--- src/rtl/fifo_rd_stream_pkg.sv ---
// Shared types and defaults for the FIFO read-side streaming block.
// Holds the output-buffer state encoding and the default widths.
package fifo_rd_stream_pkg;

  localparam int DATA_WIDTH_DEF = 8;
  localparam int CNT_WIDTH_DEF  = 16;

  typedef enum logic [1:0] {
    EMPTY = 2'd0,
    ONE   = 2'd1,
    FULL2 = 2'd2
  } buf_state_e;

  // Number of words held for a given buffer state.
  function automatic logic [1:0] occ_of(buf_state_e s);
    case (s)
      ONE:     return 2'd1;
      FULL2:   return 2'd2;
      default: return 2'd0;
    endcase
  endfunction

endpackage

--- src/rtl/fifo_skid_buf.sv ---
// Two-entry output buffer: head/tail registers with an EMPTY/ONE/FULL2 state.
// Writes land at the tail, dequeues remove the head; both may happen together.
module fifo_skid_buf
  import fifo_rd_stream_pkg::*;
#(
  parameter int Data_Width = DATA_WIDTH_DEF
) (
  input  logic                  rclk,
  input  logic                  r_rst_n,
  input  logic                  wr,
  input  logic [Data_Width-1:0] wr_data,
  input  logic                  deq,
  input  logic                  flush,
  output logic [Data_Width-1:0] head_data,
  output logic [1:0]            occupancy,
  output logic                  ovf
);

  buf_state_e            state, state_nxt;
  logic [Data_Width-1:0] head_q, head_nxt;
  logic [Data_Width-1:0] tail_q, tail_nxt;

  // NOTE: every variable gets a default before the case so no path leaves it
  // unassigned; a missing default here would infer a latch.
  always_comb begin
    state_nxt = state;
    head_nxt  = head_q;
    tail_nxt  = tail_q;
    ovf       = 1'b0;
    if (flush) begin
      state_nxt = EMPTY;
    end else begin
      case (state)
        EMPTY: begin
          if (wr) begin
            state_nxt = ONE;
            head_nxt  = wr_data;
          end
        end
        ONE: begin
          if (wr && deq) begin
            head_nxt = wr_data;
          end else if (wr) begin
            state_nxt = FULL2;
            tail_nxt  = wr_data;
          end else if (deq) begin
            state_nxt = EMPTY;
          end
        end
        FULL2: begin
          if (deq) begin
            head_nxt = tail_q;
            if (wr) tail_nxt = wr_data;
            else    state_nxt = ONE;
          end else if (wr) begin
            ovf = 1'b1;  // no free slot: the incoming word is dropped
          end
        end
        default: state_nxt = EMPTY;
      endcase
    end
  end

  // NOTE: sequential state uses non-blocking assignments so every register
  // samples pre-edge values regardless of process ordering.
  // NOTE: the two data registers are reset too, so out_data reads 0 after
  // reset rather than stale contents.
  always_ff @(posedge rclk or negedge r_rst_n) begin
    if (!r_rst_n) begin
      state  <= EMPTY;
      head_q <= '0;
      tail_q <= '0;
    end else begin
      state  <= state_nxt;
      head_q <= head_nxt;
      tail_q <= tail_nxt;
    end
  end

  assign head_data = head_q;
  assign occupancy = occ_of(state);

endmodule

--- src/rtl/fifo_rd_stream.sv ---
// Pops a FIFO read port into a valid/ready stream through a 2-entry buffer,
// counting pops and flagging words that arrive with no free slot.
module fifo_rd_stream
  import fifo_rd_stream_pkg::*;
#(
  parameter int Data_Width = DATA_WIDTH_DEF,
  parameter int Cnt_Width  = CNT_WIDTH_DEF
) (
  input  logic                  rclk,
  input  logic                  r_rst_n,
  input  logic                  empty,
  input  logic [Data_Width-1:0] data_out,
  output logic                  r_en,
  input  logic                  rd_enable,
  input  logic                  flush,
  output logic                  out_valid,
  input  logic                  out_ready,
  output logic [Data_Width-1:0] out_data,
  output logic [Cnt_Width-1:0]  pop_cnt,
  output logic                  ovf_err
);

  logic       inflight;
  logic       deq;
  logic       ovf;
  logic [1:0] occupancy;
  logic [1:0] occ_after;

  assign out_valid = (occupancy != 2'd0);
  assign deq       = out_valid && out_ready;
  assign occ_after = occupancy - {1'b0, deq};

  // Only pop when the word, once it lands, is guaranteed a slot; gated by
  // r_rst_n so no pop is requested while held in reset.
  assign r_en = r_rst_n && !empty && rd_enable && !flush
             && ((occ_after + {1'b0, inflight}) < 2'd2);

  fifo_skid_buf #(
    .Data_Width(Data_Width)
  ) u_buf (
    .rclk      (rclk),
    .r_rst_n   (r_rst_n),
    .wr        (inflight),
    .wr_data   (data_out),
    .deq       (deq),
    .flush     (flush),
    .head_data (out_data),
    .occupancy (occupancy),
    .ovf       (ovf)
  );

  always_ff @(posedge rclk or negedge r_rst_n) begin
    if (!r_rst_n) begin
      inflight <= 1'b0;
      pop_cnt  <= '0;
      ovf_err  <= 1'b0;
    end else begin
      inflight <= r_en;  // r_en is already low during flush
      if (r_en) pop_cnt <= pop_cnt + 1'b1;
      if (ovf)  ovf_err <= 1'b1;
    end
  end

endmodule

--- config.mk ---
export PLATFORM = sky130hd
export DESIGN_NAME = fifo_rd_stream
export DESIGN_NICKNAME = d
export VERILOG_FILES = /design/src/rtl/fifo_rd_stream_pkg.sv /design/src/rtl/fifo_skid_buf.sv /design/src/rtl/fifo_rd_stream.sv
export SDC_FILE = /design/constraint.sdc
export NUM_CORES = 1
export LEC_CHECK = 0
export ABC_AREA = 1
export CORE_UTILIZATION = 55
export CTS_CLUSTER_SIZE = 8
export DETAILED_ROUTE_END_ITERATION = 12
export DONT_BUFFER_PORTS = 1
export PLACE_DENSITY = 0.7
export SLEW_MARGIN = 20
export SYNTH_ARGS = -nofsm -noshare
export SYNTH_HDL_FRONTEND = slang
export SYNTH_SLANG_ARGS = --single-unit
--- constraint.sdc ---
create_clock -name rclk -period 2.6 [get_ports rclk]
set_clock_uncertainty 0.05 [all_clocks]
set_input_delay 0.52 -clock rclk [delete_from_list [all_inputs] [get_ports rclk]]
set_output_delay 0.52 -clock rclk [all_outputs]
set_load 0.01 [all_outputs]
==> results.json <==
{
  "async_reset_ff_frac": 1.000,
  "fin_setup_tns_ns": 0,
  "path_depth": 11,
  "start_util": 0.5936,
  "finalNonFillerCells": 332,
  "critPathBufInv": 3,
  "power_w": 0.001705,
  "num_vias": 1709,
  "grt_pass1_wl_um": 7797,
  "hpwl_um": 2965,
  "synthMuxAreaShare": 0,
  "antenna_found_initial": 0,
  "rsz0062_at_grt": "no",
  "cpMostUsedCell": "nand2_2",
  "synth_top_family_by_area": "simple AND/OR/NAND/NOR gates",
  "worst_r2r_path_depth": 13,
  "worstSetupStartpoint": "u_buf.state[1]$_DFFE_PN0P_",
  "path_cells": "inv_2 -> ha_4 -> nand2_1 -> ha_1 -> inv_2 -> nand2_1 -> nand2_2 -> nand2_2 -> nand2_2 -> nand3_4 -> inv_4",
  "first_iter_violations": 134,
  "gr-max-usage-layer": "met2",
  "slew-limit-headroom": 0.6483,
  "critPathSlowestCell": "dfrtp_1",
  "rrSetupSlack_ns": 0.55,
  "clock_sinks": 36,
  "drtPass1Iterations": 4,
  "grt_use_met3": 0.08212,
  "wl_per_cell_um": 13.01,
  "nNetsFinal": 305,
  "design_area_um2": 2213,
  "ir_drop_mv": 0.4313,
  "synth_xor_area_frac": 0.03001,
  "port_buffers": 0,
  "finalWeightedCongestion": 0.8522,
  "met1_usage": 0.3440,
  "clock_path_buffers": 2,
  "syn_nets": 299,
  "max_stage_delay_ns": 0.38,
  "r2r-end": "pop_cnt[2]$_DFFE_PN0P_",
  "synth_compound_area_frac": 0.08634,
  "powerDensity_nw_per_um2": 770.4,
  "grt_overflow": 0,
  "synth_edf_count": 0,
  "crit_path_end": "r_en",
  "netlist_instances": 279,
  "final_util": 0.6430,
  "seq_area_frac_synth": 0.4409,
  "core_um2": 3442,
  "syn_avg_cell_area_um2": 7.323,
  "finalCriticalPeriod_ns": 2.454,
  "hold_path.class": "in2async",
  "row_count": 21,
  "dp_cells": 321,
  "synth_seq_cells": 36,
  "area_growth_pct": 8.328,
  "crit_path_max_fanout": 3,
  "rr_startpoint": "u_buf.state[1]$_DFFE_PN0P_",
  "die_x_um": 62.95,
  "slew_viol_final": 0,
  "crit_arrival_ns": 1.88,
  "clk_pin_slew_ns": 0.08,
  "num_antenna_cells": 0,
  "synth_fa_ha_area_frac": 0.03674,
  "drive_gt1_frac": 0.09091,
  "routed_wl_um": 4319,
  "cts_tree": "yes",
  "grt_pass1_vias": 1701,
  "period_share": 0.9439,
  "cts-root-buf": "clkbuf_8",
  "end_kind": "output pin",
  "tightest_slew_ns": 0.5274,
  "detail_route.vias_per_cell": 5.148,
  "cts-buffers-inserted": 5,
  "timing.fmax_mhz": 407.5,
  "place_area_um2": 2062,
  "crit_type": "reg2out",
  "grtUsageMet2": 0.3925,
  "final-setup-viol-count": 0,
  "die-area_um2": 3963,
  "detail-route-antenna-nets": 0,
  "clkLatencyLatePin_ns": 0.29,
  "die_y_um": 62.95,
  "synth-simple-area-share": 0.3252,
  "yosysWarnings": 0,
  "status": "finished with violations",
  "required_ns": 2.03,
  "cts_htree_levels": 2,
  "synthFlopType": "dfrtp_1",
  "drc": 0,
  "netlist_area_um2": 2043,
  "violations": "hold timing",
  "ios": 41,
  "path_delay_family": "adder cells",
  "hold_viol_final": 1,
  "startpoint_type": "flip-flop",
  "max-cap-violations": 0,
  "grt_usage": 0.2529,
  "grt_max_degree": 37,
  "leakagePower_nw": 1.087,
  "synth_cell_types": 24,
  "hold_slack_ns": -0.0004112
}
[per-layer routing]
layer / vias up / wire (um) / share of wire
met2: 48 / 1917 / 0.44
met3: 5 / 302 / 0.070
met1: 765 / 2057 / 0.48
met5: - / 0 / 0
met4: 0 / 42 / 0.0097
li1: 891 / - / -
[flip-flops by register name (all words and copies together), names as in the netlist]
register	cells
u_buf.head_data	8
pop_cnt	16
ovf_err	1
inflight	1
u_buf.state	2
u_buf.tail_q	8
[area by class of cell]
cell class	count	area, um2
Fill cell	334	1229
Multi-Input combinational cell	208	999.7
Sequential cell	36	900.9
Inverter	29	111.4
Clock buffer	7	86.33
Tap cell	46	57.56
Timing Repair Buffer	5	50.05
Clock inverter	1	7.507
[worst reg2reg max path, cell delays in order (launching register included)]
cell	delay (ns)
dfrtp_1	0.38
inv_2	0.07
ha_4	0.28
nand2_1	0.08
ha_1	0.29
inv_2	0.07
nand2_1	0.06
nand2_2	0.09
nand2_2	0.05
nand2_2	0.07
nand3_4	0.07
buf_4	0.22
nand2_1	0.07
o21ai_0	0.08
[cell families after synthesis]
group	after synthesis
AOI/OAI and AO/OA	34
xor gates and xnor gates	7
buffers and inverters	35
and+or+nand+nor	161
DFF	36
adders and majority gates	6
[report_power, final]
part / switching, W / internal (W) / total [W] / leakage, nW
Sequential: 0.000163 / 0.000710 / 0.000874 / 0.478
Clock: 0.000202 / 0.000215 / 0.000417 / 0.0445
Combinational: 0.000247 / 0.000167 / 0.000414 / 0.564
Total: 0.000612 / 0.00109 / 0.00171 / 1.09
[worst min-delay path by stage]
stage             from                         end  slack, ns  depth (start not counted)
3_3_place_gp   r_rst_n  u_buf.state[0]$_DFFE_PN0P_       0.18                          0
4_1_cts        r_rst_n  u_buf.state[0]$_DFFE_PN0P_      0.009                          1
2_1_floorplan  r_rst_n          inflight$_DFF_PN0_       0.17                          0
5_1_grt        r_rst_n  u_buf.state[0]$_DFFE_PN0P_       0.01                          1
6_report       r_rst_n  u_buf.state[0]$_DFFE_PN0P_    -0.0004                          1
3_5_place_dp   r_rst_n  u_buf.state[0]$_DFFE_PN0P_       0.18                          0
[cell usage after synthesis (2+ instances only)]
master	count	area, um2
nand2_1	115	431.7
dfrtp_1	36	900.9
o21ai_0	31	155.2
inv_1	27	101.4
nor2_1	21	78.83
nand3_1	11	55.05
nand4_1	7	43.79
ha_1	6	75.07
xnor2_1	5	43.79
nor3_1	3	15.01
buf_6	2	22.52
nand2_2	2	12.51
xor2_1	2	17.52
[layout by cell type, fill, tap and decap left out]
cell type   instances
ha_4                1
o21ai_0            31
o21bai_1            1
nor2_1             21
dfrtp_1            36
nand3_1            10
nor3_1              3
clkbuf_1            1
o21ai_2             1
ha_1                4
xor2_1              2
buf_4               4
nand3_4             1
nand4_1             7
nand3_2             2
inv_2               4
nand2_2             3
nand2_1           114
clkbuf_8            6
buf_12              1
ha_2                1
a21oi_1             1
inv_1              24
xnor2_1             5
clkinvlp_4          1
inv_4               1
[what timing repair did]
action,4_1_cts,5_1_grt
pin swaps,0,0
hold buffers,1,0
setup buffers,1,1
resized for setup,0,7
endpoints found under the hold margin,36,0
setup endpoints to repair,1,1
[metrics by stage]
step	worst slack, ns	hold slack (ns)
finish	0.1460	-0.0004112
CTS	0.01283	0.008804
detailed placement	0.3203	0.1753
global route	0.009195	0.01169
floorplan	0.2615	0.1744
global placement	0.3798	0.1752
Note: power is estimated with default switching activity, not from simulation.
